==> config.mk <==
export PLATFORM = sky130hd
export DESIGN_NAME = turfio_mmcm_rst_ctrl
export DESIGN_NICKNAME = d
export VERILOG_FILES = /design/src/rtl/turfio_rst_pkg.sv /design/src/rtl/turfio_mmcm_rst_fsm.sv /design/src/rtl/turfio_mmcm_rst_ctrl.sv
export SDC_FILE = /design/constraint.sdc
export NUM_CORES = 1
export LEC_CHECK = 0
export BUFFER_PORTS_ARGS = -buffer_cell sky130_fd_sc_hd__buf_4
export CORE_MARGIN = 1.5
export CORE_UTILIZATION = 41
export CTS_BUF_LIST = sky130_fd_sc_hd__clkbuf_2 sky130_fd_sc_hd__clkbuf_4 sky130_fd_sc_hd__clkbuf_8
export DETAILED_ROUTE_END_ITERATION = 10
export HOLD_SLACK_MARGIN = 0.08
export PLACE_DENSITY_LB_ADDON = 0.2
export SYNTH_ARGS = -nofsm -noshare
export SYNTH_HDL_FRONTEND = slang
export SYNTH_SLANG_ARGS = --single-unit
==> constraint.sdc <==
create_clock -name sysclk_i -period 2.2 [get_ports sysclk_i]
set_input_delay 0.11 -clock sysclk_i [delete_from_list [all_inputs] [get_ports sysclk_i]]
set_output_delay 0.11 -clock sysclk_i [all_outputs]
set_load 0.02 [all_outputs]
==> src/rtl/turfio_rst_pkg.sv <==
// rtl/turfio_rst_pkg.sv - shared state type, counter width and sizing helpers for the TURFIO MMCM reset sequencer
package turfio_rst_pkg;

  typedef enum logic [1:0] {
    ST_RESET     = 2'd0,
    ST_WAIT_LOCK = 2'd1,
    ST_STABLE    = 2'd2,
    ST_READY     = 2'd3
  } rst_state_t;

  localparam int CNT_W = 8;

  // Timer only ever needs to hold (largest window - 1).
  function automatic int timer_width(input int rst_cycles, input int lock_timeout,
                                     input int stable_cycles);
    int m;
    m = rst_cycles;
    if (lock_timeout > m) m = lock_timeout;
    if (stable_cycles > m) m = stable_cycles;
    return (m > 1) ? $clog2(m) : 1;
  endfunction

  function automatic logic [CNT_W-1:0] sat_inc(input logic [CNT_W-1:0] v);
    return (&v) ? v : v + 1'b1;
  endfunction

endpackage

==> src/rtl/turfio_mmcm_rst_fsm.sv <==
// rtl/turfio_mmcm_rst_fsm.sv - per-MMCM reset/lock sequencer with LOCKED synchronizer and status counters
module turfio_mmcm_rst_fsm
  import turfio_rst_pkg::*;
#(
  parameter int RST_CYCLES    = 16,
  parameter int LOCK_TIMEOUT  = 65536,
  parameter int STABLE_CYCLES = 256
) (
  input  logic             clk,
  input  logic             rst,
  input  logic             locked_raw,
  input  logic             rst_req,
  input  logic             cnt_clr,
  output logic             mmcm_rst,
  output logic             ready,
  output logic [CNT_W-1:0] timeout_cnt,
  output logic [CNT_W-1:0] lost_cnt
);

  localparam int TW = timer_width(RST_CYCLES, LOCK_TIMEOUT, STABLE_CYCLES);
  localparam logic [TW-1:0] RST_LAST    = TW'(RST_CYCLES - 1);
  localparam logic [TW-1:0] TIMEOUT_LAST = TW'(LOCK_TIMEOUT - 1);
  localparam logic [TW-1:0] STABLE_LAST = TW'(STABLE_CYCLES - 1);

  logic          locked_m, locked_s;
  rst_state_t    state, state_nx;
  logic [TW-1:0] timer, timer_nx;
  logic          timeout_evt, lost_evt;

  always_ff @(posedge clk or posedge rst) begin
    if (rst) begin
      locked_m <= 1'b0;
      locked_s <= 1'b0;
    end else begin
      locked_m <= locked_raw;
      locked_s <= locked_m;
    end
  end

  always_comb begin
    state_nx    = state;
    timer_nx    = timer + 1'b1;
    timeout_evt = 1'b0;
    lost_evt    = 1'b0;
    case (state)
      ST_RESET: begin
        if (timer == RST_LAST) begin
          state_nx = ST_WAIT_LOCK;
          timer_nx = '0;
        end
      end
      ST_WAIT_LOCK: begin
        if (locked_s) begin
          state_nx = ST_STABLE;
          timer_nx = '0;
        end else if (timer == TIMEOUT_LAST) begin
          state_nx    = ST_RESET;
          timer_nx    = '0;
          timeout_evt = 1'b1;
        end
      end
      ST_STABLE: begin
        if (!locked_s) begin
          state_nx = ST_WAIT_LOCK;
          timer_nx = '0;
        end else if (timer == STABLE_LAST) begin
          state_nx = ST_READY;
          timer_nx = '0;
        end
      end
      ST_READY: begin
        timer_nx = '0;
        if (!locked_s) begin
          state_nx = ST_RESET;
          lost_evt = 1'b1;
        end
      end
      default: begin
        state_nx = ST_RESET;
        timer_nx = '0;
      end
    endcase
    // A request overrides the transition but the event it coincides with is still counted.
    if (rst_req) begin
      state_nx = ST_RESET;
      timer_nx = '0;
    end
  end

  // Outputs are registered from the next state so the MMCM reset pin never glitches.
  always_ff @(posedge clk or posedge rst) begin
    if (rst) begin
      state    <= ST_RESET;
      timer    <= '0;
      mmcm_rst <= 1'b1;
      ready    <= 1'b0;
    end else begin
      state    <= state_nx;
      timer    <= timer_nx;
      mmcm_rst <= (state_nx == ST_RESET);
      ready    <= (state_nx == ST_READY);
    end
  end

  always_ff @(posedge clk or posedge rst) begin
    if (rst) begin
      timeout_cnt <= '0;
      lost_cnt    <= '0;
    end else if (cnt_clr) begin
      timeout_cnt <= '0;
      lost_cnt    <= '0;
    end else begin
      if (timeout_evt) timeout_cnt <= sat_inc(timeout_cnt);
      if (lost_evt)    lost_cnt    <= sat_inc(lost_cnt);
    end
  end

endmodule

==> src/rtl/turfio_mmcm_rst_ctrl.sv <==
// rtl/turfio_mmcm_rst_ctrl.sv - dual-MMCM reset sequencer plus 1-in-8 sysclk phase marker
module turfio_mmcm_rst_ctrl
  import turfio_rst_pkg::*;
#(
  parameter int RST_CYCLES    = 16,
  parameter int LOCK_TIMEOUT  = 65536,
  parameter int STABLE_CYCLES = 256
) (
  input  logic        sysclk_i,
  input  logic        rst_i,
  input  logic [1:0]  mmcm_locked_i,
  input  logic [1:0]  rst_req_i,
  input  logic        cnt_clr_i,
  input  logic        phase_sync_i,
  output logic [1:0]  mmcm_rst_o,
  output logic [1:0]  ready_o,
  output logic [15:0] timeout_cnt_o,
  output logic [15:0] lost_cnt_o,
  output logic        sysclk_phase_o
);

  for (genvar ch = 0; ch < 2; ch++) begin : g_ch
    turfio_mmcm_rst_fsm #(
      .RST_CYCLES   (RST_CYCLES),
      .LOCK_TIMEOUT (LOCK_TIMEOUT),
      .STABLE_CYCLES(STABLE_CYCLES)
    ) u_fsm (
      .clk        (sysclk_i),
      .rst        (rst_i),
      .locked_raw (mmcm_locked_i[ch]),
      .rst_req    (rst_req_i[ch]),
      .cnt_clr    (cnt_clr_i),
      .mmcm_rst   (mmcm_rst_o[ch]),
      .ready      (ready_o[ch]),
      .timeout_cnt(timeout_cnt_o[ch*CNT_W +: CNT_W]),
      .lost_cnt   (lost_cnt_o[ch*CNT_W +: CNT_W])
    );
  end

  logic [2:0] phase_cnt;

  always_ff @(posedge sysclk_i or posedge rst_i) begin
    if (rst_i) begin
      phase_cnt      <= 3'd0;
      sysclk_phase_o <= 1'b0;
    end else begin
      phase_cnt      <= phase_sync_i ? 3'd0 : phase_cnt + 3'd1;
      sysclk_phase_o <= (phase_cnt == 3'd7);
    end
  end

endmodule

==> out/qor.yml, run 1 <==
run_status:
  outcome: "completed"
global_route:
  grt.overflow.total: 0
  grt_pass1_vias: 3332
  grt_usage_pct: 17.8
  antenna_found_initial: 0
  grt_max_degree: 64
  busiest_layer: "met2"
  use_met2_pct: 27.9
  grt_pass1_wl_um: 15900
  grt_use_met1_pct: 24.7
  met3_usage_pct: 3.15
synth:
  synth.distinct_cells: 52
  yosys.area_share.simple_pct: 22.7
  synthMuxAreaShare_pct: 1.02
  ys_top_cells_by_count: "dfrtp_1, a21oi_1, xnor2_1"
  synth-async-reset-ratio_pct: 100
  yosysMostFrequentCell: "dfrtp_1"
  synthTopCellsByArea: "dfrtp_1, xnor2_1, a21oi_1"
  synth_flop_cell: "dfrtp_1"
  synth_area_um2: 4160
  synth_top_family_by_area: "simple AND/OR/NAND/NOR gates"
  syn_inst: 420
  synth_xor_area_share_pct: 6.74
  synthAdderAreaFrac_pct: 2.41
  synth_top_cell_area_share_pct: 46.9
  synth-seq-cells: 80
  yosysTopAreaCell: "dfrtp_1"
  synth_compound_area_share_pct: 15.0
  synth-warning-count: 0
  synth_edf_count: 0
  ys_seq_area_share_pct: 48.2
  synth_area_per_cell_um2: 9.90
  synth.net_count: 436
placed_design:
  port_buffers: 44
  placed_area_um2: 4730
  hpwl_um: 6010
  place_congestion: 0.798
routing:
  ant_nets: 0
  wirelength_um: 9050
  dr.pass1.iters: 4
  routedWlPerCell_um: 14.6
  num_vias: 3466
  dr.first_iter.drc_count: 125
  drcViolationCount: 0
  vias_per_cell: 5.58
critical_path:
  path_cells: "or3b_2 > a41o_1 > or4_1 > a21oi_1"
  worstPathRequired_ns: 2.48
  crit_arrival_ns: 2.37
  cp_max_fo: 16
  cp-end-kind: "flip-flop"
  path_class: "reg -> reg"
  start_kind: "flip-flop"
  regToRegSetupSlack_ns: 0.11
  max_stage_delay_ns: 0.53
  slowest_stage: "or3b_2"
finish:
  nNetsFinal: 499
  antenna_cells: 0
  syn_to_final_growth_pct: 21.4
  final_area_um2: 5050
  drive_gt1_share_pct: 20.5
floorplan:
  start_util_pct: 42.3
  die_w_um: 104
  core_um2: 9820
  pin_count: 45
  die_y_um: 104
  fp.dieArea_um2: 10800
  row_count: 36
timing:
  fmax_ghz: 0.478
  finalCritPeriodShare_pct: 95.1
  slew_violations: 0
  relSlewSlack_pct: 45.2
  clock_skew_ns: 0.00957
  period_minus_slack_ns: 2.09
  setup_viol: 0
  finalHoldViolations: 0
  rsz0062_at_grt: "yes"
  hold_slack_ns: 0.145
  tightest_slew_ns: 0.821
clocking:
  cts.clk_slew.worst_paths_ns: 0.09
  cts_max_level: 3
  root_buffer: "clkbuf_8"
  cts_tree: "done"
  worstSkewPairLatency_ns: 0.35
  cts_made_buffers: 9
  clockBufferDepth: 2
  clock-sinks: 80
pwr:
  p_leak_nw: 2.03
  ir_worst_vdd_mv: 0.284
  p_per_area_nw_per_um2: 562
worst_hold_path:
  hp-class: "in -> reg"
flow_run:
  cap_violations: 0
## flip-flops by register name, summed over array words and instances (netlist names)
| register | flops |
|---|---|
| phase_cnt | 3 |
| g_ch.u_fsm.ready | 2 |
| g_ch.u_fsm.timer | 32 |
| g_ch.u_fsm.locked_s | 2 |
| sysclk_phase_o | 1 |
| g_ch.u_fsm.mmcm_rst | 2 |
| g_ch.u_fsm.locked_m | 2 |
| g_ch.u_fsm.state | 4 |
| g_ch.u_fsm.timeout_cnt | 16 |
| g_ch.u_fsm.lost_cnt | 16 |
## layout by cell type, fill, tap and decap left out, drive strengths merged, types with 9 or more instances in the layout
cell type and n:
inv 13, nand2 16, a31oi 15, o31ai 12, buf 70, clkbuf 9, nand4 17, xnor2 25
nor2 22, or4 13, nor4 14, or3 12, a21oi 26, dfrtp 78, a211oi 16, o21ai 16
nand3 24
## cell families after synthesis
group	Yosys count
adder cells (fa/ha/maj)	8
XOR/XNOR	32
flip-flops	80
AO/OA/AOI/OAI	98
multiplexers	4
AND/OR/NAND/NOR	161
buffers and inverters	37
## layer usage
metal,part of all wire [%],up-vias
met5,0,-
met4,1.5,0
met3,2.5,10
met2,47,49
met1,49,1702
li1,-,1705
## where the power goes
| part | switching (mW) | leakage, nW | internal (mW) | total, mW |
|---|---|---|---|---|
| sequential | 0.0122 | 1.09 | 1.49 | 1.50 |
| clock | 0.575 | 0.112 | 0.653 | 1.23 |
| combinational | 0.0683 | 0.821 | 0.0440 | 0.112 |
## path summary, 6_finish.rpt
kind / from / end / cells after the start
worst max-delay path: g_ch[0].u_fsm.state[1] / g_ch[0].u_fsm.timeout_cnt[3] / 4
worst max register to register: g_ch[0].u_fsm.state[1] / g_ch[0].u_fsm.timeout_cnt[3] / 4
worst min register to register: g_ch[1].u_fsm.locked_m / g_ch[1].u_fsm.locked_s / 0
max in group asynchronous: rst_i / g_ch[0].u_fsm.mmcm_rst / 4
min in group asynchronous: rst_i / phase_cnt[2] / 3
worst min-delay path: cnt_clr_i / g_ch[1].u_fsm.lost_cnt[0] / 2
## worst max-delay path, delay by kind of cell (launching register included)
kind | cells | cell delay [ns]
compound gates | 2 | 0.52
flops | 1 | 0.45
simple gates | 2 | 1.05
## what timing repair did
item,in CTS,in global routing
setup buffers,0,2
endpoints found under the hold margin,40,0
setup endpoints to repair,0,18
hold buffers,6,0
resized for setup,0,4
## layout make-up
type                            count  area, um2
Clock buffer                        9        124
Clock inverter                      7        105
Fill cell                         946       4770
Inverter                           13       50.0
Multi-Input combinational cell    303       2000
Sequential cell                    80       2000
Tap cell                          133        166
Timing Repair Buffer               76        602
## per-stage QoR
stage	utilization (%)	worst slack (ns)	instances	power [mW]	setup TNS (ns)
3_5_place_dp	48.2	0.0529	597	1.63	0
2_1_floorplan	-	0.0416	420	1.59	0
4_1_cts	51.1	0.0409	619	2.88	0
6_report	51.4	0.108	621	2.84	0
3_3_place_gp	48.2	0.101	597	1.63	0
5_1_grt	51.4	-0.00584	621	2.97	-0.00584
(Power assumes the default switching activity.)
==> run 2: changes to the inputs <==
==> constraint.sdc (replaced) <==
create_clock -name sysclk_i -period 2.2 [get_ports sysclk_i]
set_input_delay 0.44 -clock sysclk_i [delete_from_list [all_inputs] [get_ports sysclk_i]]
set_output_delay 0.44 -clock sysclk_i [all_outputs]
set_load 0.02 [all_outputs]
==> run 2 against run 1 <==
Core utilization is 1.0 points lower. Maximum frequency is 1.1% lower. Combinational power is 12% lower.
==> out/qor.yml, run 2 (synthesized netlist as in run 1, its figures left out) <==
run_status:
  outcome: "completed"
critical_path:
  start_kind: "flip-flop"
  crit_arrival_ns: 2.41
  path_depth: 4
  critPathTopFamily: "simple AND/OR/NAND/NOR gates"
  path_cells: "or3b_2 > a41o_1 > or4_1 > a21oi_2"
  max_stage_delay_ns: 0.54
  slowest_stage: "or3b_2"
  worst_r2r_path_depth: 4
  cp-end-kind: "flip-flop"
  crit_buf_inv: 0
  worstPathRequired_ns: 2.49
  path_class: "reg -> reg"
  cp_max_fo: 16
clocking:
  worstSkewPairLatency_ns: 0.36
  root_buffer: "clkbuf_8"
  cts.clk_slew.worst_paths_ns: 0.09
  clock-sinks: 80
  cts_hold_buf: 0
  cts_max_level: 3
  clockBufferDepth: 2
  cts_made_buffers: 9
  cts_tree: "done"
pwr:
  power.total_mw: 2.68
  ir_worst_vdd_mv: 0.346
  p_per_area_nw_per_um2: 542
  p_leak_nw: 1.96
timing:
  setup_viol: 0
  finalHoldViolations: 0
  fmax_ghz: 0.473
  period_minus_slack_ns: 2.12
  worst_slack_ns: 0.0843
  tightest_slew_ns: 0.817
  finalCritPeriodShare_pct: 96.2
  rsz0062_at_grt: "no"
  slew_violations: 0
  relSlewSlack_pct: 45.4
  clock_skew_ns: 0.0117
floorplan:
  die_w_um: 104
  start_util_pct: 42.3
  row_count: 36
  core_um2: 9820
  pin_count: 45
  die_y_um: 104
  fp.dieArea_um2: 10800
global_route:
  grt_pass1_wl_um: 15400
  grt_pass1_vias: 3350
  antenna_found_initial: 0
  busiest_layer: "met2"
  grt_max_degree: 81
  met3_usage_pct: 4.15
  grt_usage_pct: 17.3
  use_met2_pct: 29.0
  grt.overflow.total: 0
  grt_use_met1_pct: 22.3
placed_design:
  hpwl_um: 5860
  pre_cts_slack_ns: -0.00338
  place_congestion: 0.813
  port_buffers: 44
  dp_cells: 593
  placed_area_um2: 4700
finish:
  multiInputGateArea_um2: 2020
  fin_util_pct: 50.4
  largest_reg_flops: 32
  instances_no_fill: 610
  regArea_um2: 2000
  nNetsFinal: 488
  drive_gt1_share_pct: 21.0
  antenna_cells: 0
  largest-register: "g_ch.u_fsm.timer"
  syn_to_final_growth_pct: 19.0
  final_area_um2: 4950
  final_cell_mix: "dfrtp_1, buf_4, xnor2_1, nand3_1, a21oi_1"
  reg_top3: "g_ch.u_fsm.timer (32), g_ch.u_fsm.lost_cnt (16), g_ch.u_fsm.timeout_cnt (16)"
  nFillCells: 943
  layout_commonest_cell: "dfrtp_1"
routing:
  routedWlPerCell_um: 14.3
  dr.pass1.iters: 4
  dr.first_iter.drc_count: 77
  ant_nets: 0
  vias_per_cell: 5.56
  wirelength_um: 8740
  num_vias: 3394
  drcViolationCount: 0
flow_run:
  cap_violations: 0
worst_hold_path:
  hp-class: "in -> reg"
  worstHoldPathCells: 1
run 2: path summary, 6_finish.rpt:
kind	from	end	slack (ns)
min in group asynchronous	rst_i	g_ch[1].u_fsm.timer[6]	0.20
worst min register to register	g_ch[0].u_fsm.locked_m	g_ch[0].u_fsm.locked_s	0.36
max in group asynchronous	rst_i	g_ch[0].u_fsm.mmcm_rst	1.66
worst min-delay path	mmcm_locked_i[1]	g_ch[1].u_fsm.locked_m	0.19
worst max-delay path	g_ch[0].u_fsm.state[1]	g_ch[0].u_fsm.timeout_cnt[5]	0.08
worst max register to register	g_ch[0].u_fsm.state[1]	g_ch[0].u_fsm.timeout_cnt[5]	0.08
run 2: what timing repair did:
action	4_1_cts	5_1_grt
resized for setup	0	10
setup buffers	1	0
pin swaps	0	2
setup endpoints to repair	1	8
run 2: metrics by stage:
step           hold WS (ns)   TNS, ns
2_1_floorplan         0.331         0
3_3_place_gp          0.336         0
3_5_place_dp          0.335  -0.00338
4_1_cts               0.162         0
5_1_grt               0.161         0
6_report              0.186         0
run 2: worst register-to-register path: stages, from the launching register on:
cell,delay [ns]
dfrtp_1,0.45
or3b_2,0.54
a41o_1,0.39
or4_1,0.54
a21oi_2,0.15
run 2: final cells by class:
class | count | share of cell area [%]
Clock buffer | 11 | 2.81
Clock inverter | 5 | 1.16
Inverter | 13 | 1.06
Multi-Input combinational cell | 303 | 40.8
Sequential cell | 80 | 40.5
Tap cell | 133 | 3.36
Timing Repair Buffer | 65 | 10.3
run 2: per-layer routing:
| metal | vias up | wire [um] |
|---|---|---|
| met5 | - | 0 |
| met2 | 51 | 4190 |
| met1 | 1653 | 4140 |
| li1 | 1680 | - |
| met4 | 0 | 112 |
| met3 | 10 | 305 |
run 2: report_power, final:
group	total [mW]	internal (mW)	switching (mW)
Combinational	0.0989	0.0338	0.0651
Clock	1.08	0.548	0.534
Sequential	1.50	1.49	0.0133
